$ cat config.mk
export PLATFORM = sky130hd
export DESIGN_NAME = uart_tx
export DESIGN_NICKNAME = d
export VERILOG_FILES = /design/src/rtl/uart_pkg.sv /design/src/rtl/sync_fifo.sv /design/src/rtl/uart_tx.sv
export SDC_FILE = /design/constraint.sdc
export NUM_CORES = 1
export LEC_CHECK = 0
export CORE_MARGIN = 10
export CORE_UTILIZATION = 51
export CTS_BUF_LIST = sky130_fd_sc_hd__clkbuf_2 sky130_fd_sc_hd__clkbuf_4 sky130_fd_sc_hd__clkbuf_8
export DETAILED_ROUTE_END_ITERATION = 8
export PLACE_DENSITY = 0.71
export SLEW_MARGIN = 20
export SYNTH_ARGS = -nofsm -noshare
export SYNTH_HDL_FRONTEND = slang
export SYNTH_SLANG_ARGS = --single-unit
$ cat constraint.sdc
create_clock -name clk -period 5.5 [get_ports clk]
set_clock_uncertainty 0.1 [all_clocks]
set_input_delay 0.825 -clock clk [delete_from_list [all_inputs] [get_ports clk]]
set_output_delay 0.825 -clock clk [all_outputs]
set_load 0.005 [all_outputs]
$ cat src/rtl/uart_pkg.sv
// Shared types and constants for the console UART transmitter.
package uart_pkg;

  typedef enum logic [1:0] {
    IDLE,
    START,
    DATA,
    STOP
  } state_t;

  localparam int unsigned FRAME_BITS = 10;
  localparam int unsigned DATA_BITS  = 8;

endpackage

$ cat src/rtl/sync_fifo.sv
// Single-clock FIFO with first-word-fall-through head and registered status.
module sync_fifo #(
  parameter int unsigned WIDTH = 8,
  parameter int unsigned DEPTH = 8
) (
  input  logic                           clk,
  input  logic                           reset_i,
  input  logic                           push_i,
  input  logic                           pop_i,
  input  logic [WIDTH-1:0]               data_i,
  output logic [WIDTH-1:0]               data_o,
  output logic                           full_o,
  output logic                           empty_o,
  output logic [$clog2(DEPTH+1)-1:0]     level_o
);

  localparam int unsigned AW = $clog2(DEPTH);
  localparam int unsigned LW = $clog2(DEPTH + 1);

  logic [WIDTH-1:0] mem [DEPTH];
  logic [AW-1:0]    wr_ptr;
  logic [AW-1:0]    rd_ptr;
  logic [LW-1:0]    level_next;
  logic             push_ok;
  logic             pop_ok;

  // Pushes are refused when full even if a pop happens in the same cycle.
  always_comb begin
    push_ok    = push_i && !full_o;
    pop_ok     = pop_i && !empty_o;
    level_next = level_o;
    case ({push_ok, pop_ok})
      2'b10:   level_next = level_o + LW'(1);
      2'b01:   level_next = level_o - LW'(1);
      default: level_next = level_o;
    endcase
  end

  // Pointers, occupancy and flags; pointers wrap naturally since DEPTH is a power of two.
  always_ff @(posedge clk or posedge reset_i) begin
    if (reset_i) begin
      wr_ptr  <= '0;
      rd_ptr  <= '0;
      level_o <= '0;
      full_o  <= 1'b0;
      empty_o <= 1'b1;
    end else begin
      if (push_ok) wr_ptr <= wr_ptr + AW'(1);
      if (pop_ok)  rd_ptr <= rd_ptr + AW'(1);
      level_o <= level_next;
      full_o  <= (level_next == LW'(DEPTH));
      empty_o <= (level_next == '0);
    end
  end

  // Storage array; contents need no reset because occupancy gates every read.
  always_ff @(posedge clk) begin
    if (push_ok) mem[wr_ptr] <= data_i;
  end

  // Head byte is visible whenever the FIFO is non-empty.
  always_comb begin
    data_o = mem[rd_ptr];
  end

endmodule

$ cat src/rtl/uart_tx.sv
// Memory-mapped 8N1 console transmitter: byte FIFO feeding a serializer.
module uart_tx
  import uart_pkg::*;
#(
  parameter int unsigned CLKS_PER_BIT = 434,
  parameter int unsigned FIFO_DEPTH   = 8
) (
  input  logic                              clk,
  input  logic                              reset_i,
  input  logic                              wr_i,
  input  logic [7:0]                        data_i,
  output logic                              full_o,
  output logic                              empty_o,
  output logic [$clog2(FIFO_DEPTH+1)-1:0]   level_o,
  output logic                              busy_o,
  output logic                              overflow_o,
  output logic                              tx_o
);

  localparam int unsigned CW = $clog2(CLKS_PER_BIT);
  localparam int unsigned IW = $clog2(DATA_BITS);

  state_t         state;
  state_t         state_next;
  logic [CW-1:0]  baud_cnt;
  logic [CW-1:0]  baud_next;
  logic [IW-1:0]  bit_idx;
  logic [IW-1:0]  idx_next;
  logic [7:0]     shift;
  logic [7:0]     shift_next;
  logic [7:0]     head;
  logic           pop;
  logic           baud_last;
  logic           tx_next;
  logic           busy_next;

  sync_fifo #(
    .WIDTH (8),
    .DEPTH (FIFO_DEPTH)
  ) u_fifo (
    .clk     (clk),
    .reset_i (reset_i),
    .push_i  (wr_i),
    .pop_i   (pop),
    .data_i  (data_i),
    .data_o  (head),
    .full_o  (full_o),
    .empty_o (empty_o),
    .level_o (level_o)
  );

  // State register plus the baud counter, bit index and shift register it steps.
  always_ff @(posedge clk or posedge reset_i) begin
    if (reset_i) begin
      state    <= IDLE;
      baud_cnt <= '0;
      bit_idx  <= '0;
      shift    <= '0;
    end else begin
      state    <= state_next;
      baud_cnt <= baud_next;
      bit_idx  <= idx_next;
      shift    <= shift_next;
    end
  end

  // Next-state logic; the last STOP cycle may pop directly into START for gapless frames.
  always_comb begin
    baud_last  = (baud_cnt == CW'(CLKS_PER_BIT - 1));
    state_next = state;
    idx_next   = bit_idx;
    shift_next = shift;
    pop        = 1'b0;
    case (state)
      IDLE: begin
        if (!empty_o) begin
          pop        = 1'b1;
          shift_next = head;
          state_next = START;
        end
      end
      START: begin
        if (baud_last) begin
          idx_next   = '0;
          state_next = DATA;
        end
      end
      DATA: begin
        if (baud_last) begin
          shift_next = {1'b0, shift[7:1]};
          idx_next   = bit_idx + IW'(1);
          if (bit_idx == IW'(DATA_BITS - 1)) state_next = STOP;
        end
      end
      STOP: begin
        if (baud_last) begin
          if (!empty_o) begin
            pop        = 1'b1;
            shift_next = head;
            state_next = START;
          end else begin
            state_next = IDLE;
          end
        end
      end
      default: state_next = IDLE;
    endcase
    if (state == IDLE || state_next != state || baud_last) baud_next = '0;
    else                                                   baud_next = baud_cnt + CW'(1);
  end

  // Line level and busy flag derived from the FSM, registered below.
  always_comb begin
    case (state)
      START:   tx_next = 1'b0;
      DATA:    tx_next = shift[0];
      default: tx_next = 1'b1;
    endcase
    busy_next = (state_next != IDLE);
  end

  // Registered outputs; overflow is sticky until reset.
  always_ff @(posedge clk or posedge reset_i) begin
    if (reset_i) begin
      tx_o       <= 1'b1;
      busy_o     <= 1'b0;
      overflow_o <= 1'b0;
    end else begin
      tx_o   <= tx_next;
      busy_o <= busy_next;
      if (wr_i && full_o) overflow_o <= 1'b1;
    end
  end

endmodule

==> key figures <==
Logic synthesis
  • Number of distinct library cells after synthesis: 48
  • Library cell with the largest summed area after synthesis: edfxtp_1
  • Sequential cell area fraction in the yosys report: 65.57%
  • Register bit count reported by yosys: 101
  • Synthesis warning total: 0
  • Post-synth EDFFs: 64
  • Average footprint of a synthesized cell: 15.92 µm²
  • Fraction of post-synthesis cell area in the top cell type by area: 44.21%
  • Mapped cell area: 0.004347 mm²
  • Synthesized netlist net count: 299
  • Area contributors post-synth: edfxtp_1, dfrtp_1, mux4_2, ha_1, mux2i_1
  • Commonest cells in the synthesized netlist: edfxtp_1, dfrtp_1, nor2_1
  • Library cell with the highest instance count after synthesis: edfxtp_1
  • Asr flop ratio synth: 36.63%
  • Mapped Cells: 273
  • Primary flip-flop cell chosen by synthesis mapping: edfxtp_1

Placement
  • Pre-CTS setup slack: 2.051 ns
  • Half-perimeter wire length of the detailed placement result: 4928 µm
  • Final GP Congestion: 0.7834
  • Number of input and output port buffers inserted: 19
  • Placement Cell Area: 0.004651 mm²

GRT
  • Total global routing overflow: 0
  • Number of antenna violations at the first check in global routing: 0
  • Vias in the first global route: 2357
  • Global-route wire length before repair: 11990 µm
  • Global router's overall resource usage: 11.84%
  • Pin count of the biggest net entering global routing: 38

Critical path
  • Worst EP arrival: 3.25 ns
  • Termination of the worst setup path: u_fifo.empty_o
  • Critical Path Source Type: input pin
  • CP endpoint kind: register
  • R2r startpoint: baud_cnt[1]
  • Register-to-register setup slack: 2.56 ns
  • Type of the worst setup path: input pin to register
  • Launching element of the worst setup path: wr_i
  • CP Max Fanout: 6
  • Worst R2R Path Depth: 11
  • Worst Path Required: 5.69 ns
  • Capture point of the worst reg-to-reg path: u_fifo.empty_o

Timing
  • Fin Hold WS: 0.3724 ns
  • Max-slew violation count: 0
  • Final setup violation count: 0
  • Post-layout min period: 3.052 ns
  • Tightest Pin Transition: 0.8703 ns
  • Worst relative slew slack: 41.77%
  • Total negative slack for setup checks: 0 ns
  • Final worst path period share: 55.50%
  • Hold Vio Cnt, Final: 0
  • Fmax: 327.6 MHz
  • RSZ-0062 raised after global routing: no
  • Worst path setup slack after routing: 2.448 ns

Routing
  • DRC Markers: 0
  • Average wire length per cell after detail routing: 17.62 µm
  • Total Wirelength: 7205 µm
  • Via Count: 2313
  • Initial detailed-routing violation count: 100
  • Router iterations before antenna repair: 5
  • Detail-routed via count per cell: 5.655
  • Antenna-violating nets left: 0

Clock tree
  • Clk root buf: clkbuf_8
  • Total clock buffers created by CTS: 9
  • CTS H-Tree Depth: 3
  • Number of buffers on the longest clock path: 2
  • Number of sinks handled by clock tree synthesis: 101
  • Post-cts sizing count: 0
  • Clk slew on worst S/H paths: 0.10 ns
  • CTS tree: yes
  • Post-CTS Setup Bufs: 0
  • Number of hold buffers added after CTS: 0
  • Clock latency reported for the late side of the worst-skew pair: 0.36 ns

Job
  • Max-cap violation count: 0

Power and ir drop
  • Overall power of the completed layout: 2.326 mW
  • Net switching share of the total power: 32.92%
  • Combinational fraction of design power: 31.1%
  • Power per cell area: 480.7 mW/mm²
  • Net Sw Power: 0.7656 mW
  • Highest ir drop seen on vdd: 0.2231 mV
  • Power share of the sequential group: 49.8%
  • Clock power share: 19.1%
  • P_int: 1.560 mW
  • Reported leakage power: 1.821 nW

Outcome
  • Run status: finished clean

Floorplan
  • Site Rows: 33
  • Number of top-level pins: 20
  • Area of the core: 0.008258 mm²
  • Die boundary height: 112.3 µm
  • DIE AREA: 0.01262 mm²
  • Initial standard-cell utilization of the core: 52.64%
  • Horizontal die dimension: 112.3 µm

Cells and area
  • Count of inserted antenna diode cells: 0
  • Fill cell instance count of the final layout: 638
  • Post-route cell area: 0.004838 mm²
  • Area Growth Syn to Fin: 11.31%
  • Post-layout nets: 325
  • Fraction of layout cells with a size suffix above 1: 16.12%

Worst hold path
  • Hold Crit Class: register to register
## worst min-delay path by stage
stage	start	endpoint	slack [ns]	depth (start not counted)
after floorplan	overflow_o	overflow_o	0.35	1
after global placement	overflow_o	overflow_o	0.35	1
after detailed placement	overflow_o	overflow_o	0.36	1
after CTS	overflow_o	overflow_o	0.38	1
after global routing	overflow_o	overflow_o	0.41	1
final	overflow_o	overflow_o	0.37	1
## layer usage
layer  vias up  GRT usage, %  part of all wire (%)
li1       1100             -                     -
met1      1161         14.93                    45
met2        44         19.35                    50
met3         8         2.396                   3.5
met4         0         5.161                   1.4
met5         -             0                     0
## layout by cell type (no fill, tap or decap), drive strengths merged, types with 2 or more instances in the layout
master,Yosys,final
ha,14,14
a32o,2,2
xnor2,8,8
nor3,6,6
xor2,6,6
edfxtp,64,64
mux4,16,16
mux2i,9,9
mux2,5,5
dfrtp,35,35
nand4,2,2
dfstp,2,2
a21o,3,3
nor4b,3,3
a21oi,6,6
clkbuf,3,9
clkdlybuf4s50,0,19
nand2b,4,4
and4b,2,2
o21ai,7,7
a2111oi,2,2
nand2,8,8
nor2,22,22
inv,16,21
buf,4,3
nand3,4,4
a222oi,7,7
## logic make-up after synthesis
| kind of cell | after synthesis | synth area share [%] |
|---|---|---|
| flops | 101 | 65.57 |
| simple gates | 56 | 6.966 |
| compound gates | 34 | 6.189 |
| mux | 30 | 11.66 |
| buf+inv | 23 | 2.303 |
| fa+ha+maj | 15 | 4.491 |
| xor+xnor | 14 | 2.821 |
## power by group through the flow
stage	registers (mW)	logic, mW	clock network [mW]
final	1.16	0.723	0.444
after detailed placement	1.18	0.741	0
after floorplan	1.08	0.605	0
after global routing	1.19	0.802	0.491
after CTS	1.16	0.739	0.456
after global placement	1.17	0.718	0
## state kept, by name, indices dropped and copies added (netlist names), 2 cells and up
register,flops
shift,8
u_fifo.wr_ptr,3
u_fifo.mem,64
u_fifo.level_o,4
bit_idx,3
baud_cnt,9
u_fifo.rd_ptr,3
state,2
## metrics by stage
stage / utilization, % / cells
2_1_floorplan: - / 273
3_3_place_gp: 56.32 / 393
3_5_place_dp: 56.32 / 393
4_1_cts: 58.58 / 409
5_1_grt: 58.59 / 409
6_report: 58.59 / 409
## final cells by class
class | count | area (µm²) | share of cell area (%)
repair buffers | 22 | 212.7 | 4.396
multi-input cells | 149 | 1396 | 28.86
flip-flops and latches | 101 | 2851 | 58.93
inverters | 16 | 60.06 | 1.241
clock buffers | 9 | 123.9 | 2.560
well taps | 105 | 131.4 | 2.715
clock inverters | 7 | 62.56 | 1.293
## critical path, cell delays in order
cell	delay [ns]
clkdlybuf4s50_1	0.47
nor2b_1	0.38
inv_1	0.09
ha_1	0.26
fa_1	0.39
xor2_1	0.18
nor4b_1	0.32
o21ai_0	0.17
mux2i_1	0.16
Power figures use the tool's default switching activity.
